### src/rtl/stack_pkg.sv
`default_nettype none
// ============================================================================
// Module      : stack_pkg
// Description : Shared definitions for the operand stack and the control unit
//               that drives it: default geometry, push-data select constants
//               and the stack-count type.
// Contents    : STACK_DEPTH, DATA_W  - default entry count / data width
//               SRC_ALU, SRC_MDR     - stack_src encodings
//               COUNT_W, count_t     - occupancy counter width / type
// Revision    : 1.0 - initial release
// ============================================================================
package stack_pkg;

    localparam int STACK_DEPTH = 8;
    localparam int DATA_W      = 8;

    // stack_src encodings, also used by the control unit
    localparam logic SRC_ALU = 1'b0;
    localparam logic SRC_MDR = 1'b1;

    // One extra bit so that a completely full stack (count == DEPTH) fits
    localparam int COUNT_W = $clog2(STACK_DEPTH) + 1;
    typedef logic [COUNT_W-1:0] count_t;

endpackage : stack_pkg
`default_nettype wire

### src/rtl/operand_stack_if.sv
`default_nettype none
// ============================================================================
// Module      : operand_stack_if
// Description : Control-unit <-> operand-stack signal bundle.
// Ports       : push, pop, stack_src, alu_result, mdr_data, err_clr
//                   driven by the control unit (master)
//               tos, nos, count, empty, full, overflow, underflow
//                   driven by the stack (slave)
// Revision    : 1.0 - initial release
// ============================================================================
interface operand_stack_if #(
    parameter int WIDTH = stack_pkg::DATA_W,
    parameter int DEPTH = stack_pkg::STACK_DEPTH
);

    logic                     push;
    logic                     pop;
    logic                     stack_src;
    logic [WIDTH-1:0]         alu_result;
    logic [WIDTH-1:0]         mdr_data;
    logic                     err_clr;

    logic [WIDTH-1:0]         tos;
    logic [WIDTH-1:0]         nos;
    logic [$clog2(DEPTH):0]   count;
    logic                     empty;
    logic                     full;
    logic                     overflow;
    logic                     underflow;

    modport master (
        output push, pop, stack_src, alu_result, mdr_data, err_clr,
        input  tos, nos, count, empty, full, overflow, underflow
    );

    modport slave (
        input  push, pop, stack_src, alu_result, mdr_data, err_clr,
        output tos, nos, count, empty, full, overflow, underflow
    );

endinterface : operand_stack_if
`default_nettype wire

### src/rtl/stack_regfile.sv
`default_nettype none
// ============================================================================
// Module      : stack_regfile
// Description : DEPTH x WIDTH register array for the operand stack. One
//               synchronous write port, two asynchronous read ports.
// Ports       : clk, reset (async, active-low)
//               wr_en, wr_idx, wr_data   - write port
//               top_idx  -> top_data     - read port A (top of stack)
//               nos_idx  -> nos_data     - read port B (next on stack)
// Revision    : 1.0 - initial release
// ============================================================================
module stack_regfile #(
    parameter int DEPTH = stack_pkg::STACK_DEPTH,
    parameter int WIDTH = stack_pkg::DATA_W
) (
    input  wire logic                     clk,
    input  wire logic                     reset,
    input  wire logic                     wr_en,
    input  wire logic [$clog2(DEPTH)-1:0] wr_idx,
    input  wire logic [WIDTH-1:0]         wr_data,
    input  wire logic [$clog2(DEPTH)-1:0] top_idx,
    input  wire logic [$clog2(DEPTH)-1:0] nos_idx,
    output logic      [WIDTH-1:0]         top_data,
    output logic      [WIDTH-1:0]         nos_data
);

    import stack_pkg::*;

    logic [WIDTH-1:0] r_mem [DEPTH];

    always_ff @(posedge clk or negedge reset) begin
        if (!reset) begin
            for (int i = 0; i < DEPTH; i++) begin
                r_mem[i] <= '0;
            end
        end else if (wr_en) begin
            r_mem[wr_idx] <= wr_data;
        end
    end

    // DEPTH is a power of two, so every index value addresses a real entry
    assign top_data = r_mem[top_idx];
    assign nos_data = r_mem[nos_idx];

endmodule : stack_regfile
`default_nettype wire

### src/rtl/operand_stack.sv
`default_nettype none
// ============================================================================
// Module      : operand_stack
// Description : Hardware operand stack for the 8-bit multicycle stack CPU.
//               Handles push / pop / replace-top, selects push data from the
//               ALU or the MDR, and exposes top / next-on-stack, occupancy
//               and sticky overflow / underflow flags.
// Ports       : clk    - rising-edge clock
//               reset  - asynchronous, active-low reset
//               bus    - operand_stack_if.slave (strobes in, status out)
// Revision    : 1.0 - initial release
// ============================================================================
module operand_stack #(
    parameter int DEPTH = stack_pkg::STACK_DEPTH,
    parameter int WIDTH = stack_pkg::DATA_W
) (
    input  wire logic       clk,
    input  wire logic       reset,
    operand_stack_if.slave  bus
);

    import stack_pkg::*;

    localparam int IW = $clog2(DEPTH);
    localparam int CW = IW + 1;

    logic [CW-1:0]    r_count;
    logic             r_overflow;
    logic             r_underflow;

    logic             w_empty;
    logic             w_full;
    logic             w_do_replace;
    logic             w_do_push;
    logic             w_do_pop;
    logic             w_set_ovf;
    logic             w_set_unf;
    logic             w_wr_en;
    logic [IW-1:0]    w_wr_idx;
    logic [IW-1:0]    w_top_idx;
    logic [IW-1:0]    w_nos_idx;
    logic [WIDTH-1:0] w_wdata;
    logic [WIDTH-1:0] w_rd_top;
    logic [WIDTH-1:0] w_rd_nos;

    assign w_empty = (r_count == '0);
    assign w_full  = (r_count == CW'(DEPTH));

    // Index arithmetic wraps modulo DEPTH; the wrapped values for a short
    // stack are masked on the outputs below.
    assign w_top_idx = r_count[IW-1:0] - IW'(1);
    assign w_nos_idx = r_count[IW-1:0] - IW'(2);

    assign w_wdata = (bus.stack_src == SRC_MDR) ? bus.mdr_data : bus.alu_result;

    // push+pop on a non-empty stack is a replace (never an error, even when
    // full); on an empty stack it degenerates to a plain push.
    always_comb begin
        w_do_replace = 1'b0;
        w_do_push    = 1'b0;
        w_do_pop     = 1'b0;
        w_set_ovf    = 1'b0;
        w_set_unf    = 1'b0;
        if (bus.push && bus.pop && !w_empty) begin
            w_do_replace = 1'b1;
        end else if (bus.push) begin
            w_do_push = !w_full;
            w_set_ovf = w_full;
        end else if (bus.pop) begin
            w_do_pop  = !w_empty;
            w_set_unf = w_empty;
        end
    end

    assign w_wr_en  = w_do_push | w_do_replace;
    assign w_wr_idx = w_do_replace ? w_top_idx : r_count[IW-1:0];

    always_ff @(posedge clk or negedge reset) begin
        if (!reset) begin
            r_count <= '0;
        end else if (w_do_push) begin
            r_count <= r_count + CW'(1);
        end else if (w_do_pop) begin
            r_count <= r_count - CW'(1);
        end
    end

    // A new error event in the same cycle as err_clr leaves the flag set
    always_ff @(posedge clk or negedge reset) begin
        if (!reset) begin
            r_overflow  <= 1'b0;
            r_underflow <= 1'b0;
        end else begin
            r_overflow  <= w_set_ovf | (r_overflow  & ~bus.err_clr);
            r_underflow <= w_set_unf | (r_underflow & ~bus.err_clr);
        end
    end

    stack_regfile #(
        .DEPTH (DEPTH),
        .WIDTH (WIDTH)
    ) u_regfile (
        .clk      (clk),
        .reset    (reset),
        .wr_en    (w_wr_en),
        .wr_idx   (w_wr_idx),
        .wr_data  (w_wdata),
        .top_idx  (w_top_idx),
        .nos_idx  (w_nos_idx),
        .top_data (w_rd_top),
        .nos_data (w_rd_nos)
    );

    assign bus.tos       = w_empty              ? '0 : w_rd_top;
    assign bus.nos       = (r_count < CW'(2))   ? '0 : w_rd_nos;
    assign bus.count     = r_count;
    assign bus.empty     = w_empty;
    assign bus.full      = w_full;
    assign bus.overflow  = r_overflow;
    assign bus.underflow = r_underflow;

endmodule : operand_stack
`default_nettype wire

### src/flat_wrapper.sv
// flat-port wrapper written by rule: the top's interface ports become plain ports
module operand_stack_flat import stack_pkg::*;
#(
    parameter int DEPTH = stack_pkg::STACK_DEPTH,
    parameter int WIDTH = stack_pkg::DATA_W
)
  (clk, reset, bus_push, bus_pop, bus_stack_src, bus_alu_result, bus_mdr_data, bus_err_clr, bus_tos, bus_nos, bus_count, bus_empty, bus_full, bus_overflow, bus_underflow);
  operand_stack_if #(.WIDTH(WIDTH), .DEPTH(DEPTH)) bus_i ();
  input  wire logic clk;
  input  wire logic reset;
  input wire logic [$bits(bus_i.push)-1:0] bus_push;
  input wire logic [$bits(bus_i.pop)-1:0] bus_pop;
  input wire logic [$bits(bus_i.stack_src)-1:0] bus_stack_src;
  input wire logic [$bits(bus_i.alu_result)-1:0] bus_alu_result;
  input wire logic [$bits(bus_i.mdr_data)-1:0] bus_mdr_data;
  input wire logic [$bits(bus_i.err_clr)-1:0] bus_err_clr;
  output wire logic [$bits(bus_i.tos)-1:0] bus_tos;
  output wire logic [$bits(bus_i.nos)-1:0] bus_nos;
  output wire logic [$bits(bus_i.count)-1:0] bus_count;
  output wire logic [$bits(bus_i.empty)-1:0] bus_empty;
  output wire logic [$bits(bus_i.full)-1:0] bus_full;
  output wire logic [$bits(bus_i.overflow)-1:0] bus_overflow;
  output wire logic [$bits(bus_i.underflow)-1:0] bus_underflow;
  assign bus_i.push = bus_push;
  assign bus_i.pop = bus_pop;
  assign bus_i.stack_src = bus_stack_src;
  assign bus_i.alu_result = bus_alu_result;
  assign bus_i.mdr_data = bus_mdr_data;
  assign bus_i.err_clr = bus_err_clr;
  assign bus_tos = bus_i.tos;
  assign bus_nos = bus_i.nos;
  assign bus_count = bus_i.count;
  assign bus_empty = bus_i.empty;
  assign bus_full = bus_i.full;
  assign bus_overflow = bus_i.overflow;
  assign bus_underflow = bus_i.underflow;
  operand_stack #(.DEPTH(DEPTH), .WIDTH(WIDTH)) u_core (.clk(clk), .reset(reset), .bus(bus_i));
endmodule
### config.mk
export PLATFORM = sky130hd
export DESIGN_NAME = operand_stack_flat
export DESIGN_NICKNAME = d
export VERILOG_FILES = /design/src/rtl/stack_pkg.sv /design/src/rtl/operand_stack_if.sv /design/src/rtl/stack_regfile.sv /design/src/rtl/operand_stack.sv /design/src/flat_wrapper.sv
export SDC_FILE = /design/constraint.sdc
export NUM_CORES = 1
export LEC_CHECK = 0
export ABC_CLOCK_PERIOD_IN_PS = 3300
export CAP_MARGIN = 15
export CORE_AREA = 2 2 115 117
export CTS_BUF_LIST = sky130_fd_sc_hd__clkbuf_4 sky130_fd_sc_hd__clkbuf_8 sky130_fd_sc_hd__clkbuf_16
export DETAILED_ROUTE_END_ITERATION = 12
export DIE_AREA = 0 0 117 119
export HOLD_SLACK_MARGIN = 0.02
export MAX_ROUTING_LAYER = met4
export PLACE_DENSITY = 0.65
export SYNTH_ARGS = -nofsm -noshare
export SYNTH_HDL_FRONTEND = slang
export SYNTH_SLANG_ARGS = --single-unit
### constraint.sdc
create_clock -name clk -period 3.3 [get_ports clk]
set_input_delay 0.825 -clock clk [delete_from_list [all_inputs] [get_ports clk]]
set_output_delay 0.825 -clock clk [all_outputs]
set_load 0.05 [all_outputs]
## Word-level counts from Yosys, hierarchy flattened

Cells that the tools add are included.

- Output and inout port bits: 24
- Word-level logic and storage cells: 63
- Input port bits: 22
- Register bits: 70

- Muxes and demuxes: 26
- $lt $le $gt $ge: 5
- Equality and inequality tests: 1
- Reduce and logical (&&, ||, !) cells: 7
- Bitwise gates (word level): 9
- Add/sub/neg operators: 4

Operators with widths:

| operator | count |
|---|---|
| 64-bit bitwise mux | 1 |
| 8-bit 2-to-1 mux | 8 |
| 8-bit binary-select mux with 3-bit select | 2 |
| 8-bit demux with 3-bit select | 1 |
| 4-bit >= comparator (second input constant) | 3 |
| 3-bit NOT with 4-bit output | 3 |
| 1-bit 2-to-1 mux | 11 |
| 4-bit 2-to-1 mux | 2 |
| 4-bit by 1-bit adder with 4-bit output (second input constant) | 1 |
| 4-bit == test (second input constant) | 1 |
| 4-bit zero test | 1 |
| 4-bit by 1-bit < comparator with 1-bit output (second input constant) | 1 |
| 4-bit by 2-bit < comparator with 1-bit output (second input constant) | 1 |
| 4-bit by 1-bit subtractor with 4-bit output (second input constant) | 1 |
| 1-bit logical AND | 3 |
| 3-bit 2-to-1 mux | 1 |
| 1-bit OR | 3 |
| 3-bit by 1-bit subtractor with 3-bit output (second input constant) | 1 |
| 3-bit by 2-bit subtractor with 3-bit output (second input constant) | 1 |
| 1-bit bitwise AND | 2 |
| 1-bit zero test | 2 |
| 2-bit nonzero test | 1 |
| 1-bit NOT | 1 |

## Depth between registers and ports, before layout

Gate-level depths: netlist of run 1.

- Depth in word-level cells: 11
- Gate-level depth with buffers: 13
- Depth with buffers taken out: 9

## Hierarchy

A second synthesis of run 1 with hierarchy kept.

- Cells, all modules: 286
- Area, all modules: 4262.8 um^2

Modules (own cells, without submodules):

| module | area each (um^2) | cells an instance | instances | seq. area each (um^2) |
|---|---|---|---|---|
| stack_regfile | 3539.6 | 201 | 1 | 1601.5 |
| operand_stack | 723.2 | 85 | 1 | 150.1 |

## Worst setup path after synthesis of run 1

Ideal clock, no wire load.

- Kind: reg2out
- Start point: reg u_core.r_count[0] (netlist: u_core.bus.count[0])
- End point: out bus_tos[6]
- Required time: 2.475 ns
- Data arrival time: 3.450 ns
- Buffers on the path: 5
- Setup slack: -0.975 ns
- Cell stages (with the launch flop): 11
- Cells stage by stage: dfrtp_1 > buf_2 > buf_2 > buf_2 > inv_1 > ha_1 > buf_2 > buf_2 > mux4_2 > nand2_1 > a21oi_1

- Cells in the longest elaborated chain, start to end: 6
- Elaborated cells on any way between the ends: 7
- Classes of those cells: add/sub (1); mux (4); bitwise (1); reduce/logical (1)

RTL lines:

| item | line | source |
|---|---|---|
| start, declared | operand_stack.sv:27 | `logic [CW-1:0] r_count;` |
| start signal, assigned | operand_stack.sv:82 | `r_count <= r_count + CW'(1);` |
| start signal, assigned | operand_stack.sv:84 | `r_count <= r_count - CW'(1);` |
| 3-bit by 1-bit subtractor with 3-bit output | operand_stack.sv:51 | `assign w_top_idx = r_count[IW-1:0] - IW'(1);` |
| net u_core.u_regfile.top_idx[0] | stack_regfile.sv:21 | `input wire logic [$clog2(DEPTH)-1:0] top_idx,` |
| 3-bit NOT with 4-bit output (implied by the code) | stack_regfile.sv:42 | `assign top_data = r_mem[top_idx];` |
| 8-bit binary-select mux with 3-bit select | stack_regfile.sv:42 |  |
| 8-bit 2-to-1 mux (implied by the code) (2 in series) | stack_regfile.sv:42 |  |
| 8-bit 2-to-1 mux | operand_stack.sv:114 | `assign bus.tos = w_empty ? '0 : w_rd_top;` |
| end, declared | flat_wrapper.sv:17 | `output wire logic [$bits(bus_i.tos)-1:0] bus_tos;` |

The timed path passes the listed nets, and every way through them passes these cells. The select of a mux whose other input is x is not followed.

## Worst setup path in the final report of run 1

- Start point: reg u_core.r_count[0] (netlist: u_core.bus.count[0])
- End point: out bus_tos[1]

Same word-level chain as after synthesis.

==> results of run 1 <==
## through the flow
stage                     hold slack (ns)  setup WS [ns]
after floorplan                     0.477        -0.0217
after global placement              0.488          0.284
after detailed placement            0.503          0.220
after CTS                           0.515          0.200
after global routing                0.543          0.108
final                               0.520          0.216
## repair_timing
action / CTS / global route
hold buffers: 0 / 0
gates resized for setup: 1 / 0
endpoints found under the setup margin: 1 / 0
## registers in the layout, indices dropped and copies added (netlist names)
name,count
u_core.bus.count,4
u_core.bus.overflow,1
u_core.bus.underflow,1
u_core.u_regfile.r_mem,64
## layer usage
metal	routed length [um]	track usage, %
met3	716	2.65
met4	228	6.32
met1	5020	25.0
met2	5290	25.3
met5	0	-
## area by class of cell
cell class	count	share of cell area, %
multi-input cells	240	46.1
flip-flops and latches	70	32.1
clock buffers	10	4.37
clock inverters	6	1.99
repair buffers	60	11.0
well taps	176	4.02
inverters	7	0.480
## synthesized netlist by cell type, drive strengths merged
cell type / number
a21oi: 15
nand3b: 3
nand4b: 1
a31oi: 5
mux2i: 10
or4bb: 1
clkinv: 1
or3b: 2
xnor2: 2
nand2: 32
nor3b: 1
mux4: 21
dfrtp: 70
inv: 6
buf: 15
mux2: 87
a21o: 1
nor3: 2
o211ai: 7
fa: 1
or2: 1
ha: 3
o22ai: 7
nand2b: 5
o21ai: 8
nor4b: 1
nor2b: 2
xor2: 3
nand3: 1
or3: 2
nor2: 6
a221oi: 5
and3: 1
nand4: 2
a211o: 1
clkbuf: 5
o21a: 1
## cells by family after synthesis
group                      synth area share [%]
muxes                                      36.0
DFF                                        40.6
and+or+nand+nor                            8.67
AOI/OAI and AO/OA                          9.19
buffers and inverters                      3.22
xor gates and xnor gates                   1.01
adders and majority gates                  1.33
## how the worst max path moves through the flow
| stage | slack (ns) | endpoint |
|---|---|---|
| CTS | 0.20 | bus_tos[1] |
| detailed placement | 0.22 | u_core.u_regfile.r_mem[26]$_DFFE_PN0P_ |
| finish | 0.22 | bus_tos[1] |
| global placement | 0.28 | u_core.bus.count[3]$_DFFE_PN0P_ |
| floorplan | -0.02 | bus_tos[0] |
| global route | 0.11 | bus_tos[1] |
==> results.txt, run 1 <==
vias per inst -> 5.43
Buffers on Ports -> 45
critical path depth in cells -> 7
Yosys reg bits -> 70
Mapped Nets -> 363
Distinct cells, synth -> 48
commonest non-fill, non-tap cells in the layout -> 85 x mux2_2, 68 x dfrtp_1, 32 x nand2_1, 26 x clkdlybuf4s50_1, 26 x buf_4
largest net degree at the start of global routing -> 58
synth top area cells -> dfrtp_1 41%, mux2_2 22%, mux4_2 11%
path depth of the worst reg2reg path -> 8
endpoints failing setup -> 0
clock sinks -> 70
total grt overflow -> 0
Initial Utilization -> 33.5%
Synth Cell Area -> 4320 sq um
gr usage total -> 17.5%
Ys Warns -> 0
post-route cell area -> 5470 sq um
CTS max path bufs -> 2
vias in the first global route -> 3180
layout cells sized above 1 -> 47.1%
WS Path Type -> register to primary output
most common cell after layout, fill and taps aside -> mux2_2
Core Area -> 12900 sq um
total die area -> 13900 sq um
post-layout minimum cycle time -> 3.08 ns
Chip Width -> 117 um
Worst Max-Slew Pin Slew -> 0.798 ns
hpwl dp -> 7500 um
Hold Path Cell Cnt -> 1
hold path endpoint -> u_core.u_regfile.r_mem[53]$_DFFE_PN0P_
final setup TNS -> 0 ns
crit-path most repeated cell -> buf_4
via count -> 3092
count of buffer and inverter cells on the critical path -> 3
Inserted Clock Buffers -> 9
Yosys top cell by area -> dfrtp_1
H-tree depth -> 3
ANT nets after route -> 0
Setup Skew -> 0.00450 ns
final net count -> 414
Crit-path slowest cell -> mux4_2
Post-route DRC -> 0
WP data required -> 2.47 ns
Placed Area -> 5120 sq um
Die Ht -> 119 um
Final Max Tran Viols -> 0
share of the clock period used by the worst path -> 93.5%
post-layout util -> 42.5%
CTS tree -> done
register area share after synthesis -> 40.6%
1st-pass router iterations -> 5
mean post-synth cell area -> 12.8 sq um
final hold violations -> 0
clock slew at reported path FFs -> 0.06 ns
post-DR wirelength/cell -> 19.8 um
crit path DAT -> 2.26 ns
HP Class -> register to register
fin cells -> 569
area grow syn2layout -> 26.8%
Post-CTS Setup Inserts -> 0
CP startpoint -> u_core.bus.count[0]$_DFFE_PN0P_
GPL Wtd Cong -> 0.820
insertion delay to the later sink of the worst-skew pair -> 0.33 ns
Worst slew margin -> 46.8%
# IOs -> 46
n_diodes -> 0
Startpoint Class -> register
MaxCap Viol Count -> 0
area share of the largest cell type after synthesis -> 40.6%
worst r2r src -> u_core.bus.count[0]$_DFFE_PN0P_
slowest stage delay, CP -> 0.55 ns
final WL -> 11300 um
worst reg2reg endpoint -> u_core.u_regfile.r_mem[28]$_DFFE_PN0P_
CP Cell Sequence -> inv_1 > ha_1 > buf_4 > mux4_2 > nand2_1 > a21oi_4 > buf_4
fmax -> 0.324 GHz
hold path startpoint -> u_core.u_regfile.r_mem[53]$_DFFE_PN0P_
Crit. End Element -> primary output
Gate Count Post-Synth -> 337
RSZ-0062 raised after global routing -> false
clk root buf -> clkbuf_16
reg2reg setup slack -> 0.62 ns
Placed Instances -> 553
DR iter-0 viols -> 175
multi-input logic area -> 2520 sq um
family with the most delay on the worst path -> multiplexers
worst-path fanout max -> 10
first-pass GRT wire length -> 17900 um
# fillers -> 1227
status -> completed
initial antenna violation count -> 0
Storage cell area -> 1750 sq um
# rows -> 42
Power of run 1 is left out: the tool's default activity adds up to more than one toggle a clock period on the data nets, which glitch-free logic cannot reach.
==> run 2: changes to the inputs <==
--- a/config.mk
+++ b/config.mk
@@ -6,7 +6,6 @@
 export NUM_CORES = 1
 export LEC_CHECK = 0
 export ABC_CLOCK_PERIOD_IN_PS = 3300
-export CAP_MARGIN = 15
 export CORE_AREA = 2 2 115 117
 export CTS_BUF_LIST = sky130_fd_sc_hd__clkbuf_4 sky130_fd_sc_hd__clkbuf_8 sky130_fd_sc_hd__clkbuf_16
 export DETAILED_ROUTE_END_ITERATION = 12
@@ -14,6 +13,7 @@
 export HOLD_SLACK_MARGIN = 0.02
 export MAX_ROUTING_LAYER = met4
 export PLACE_DENSITY = 0.65
+export SKIP_LAST_GASP = 1
 export SYNTH_ARGS = -nofsm -noshare
 export SYNTH_HDL_FRONTEND = slang
 export SYNTH_SLANG_ARGS = --single-unit
==> results of run 2 <==
Same layout as run 1: the final DEF is identical, and so are final timing and power.
Power of run 2 is left out for the same reason.
==> run 3: changes to the inputs <==
--- a/config.mk
+++ b/config.mk
@@ -5,7 +5,6 @@
 export SDC_FILE = /design/constraint.sdc
 export NUM_CORES = 1
 export LEC_CHECK = 0
-export ABC_CLOCK_PERIOD_IN_PS = 3300
 export CORE_AREA = 2 2 115 117
 export CTS_BUF_LIST = sky130_fd_sc_hd__clkbuf_4 sky130_fd_sc_hd__clkbuf_8 sky130_fd_sc_hd__clkbuf_16
 export DETAILED_ROUTE_END_ITERATION = 12
==> results of run 3 <==
Same layout as run 1: the final DEF is identical, and so are final timing and power.
Power of run 3 is left out for the same reason.
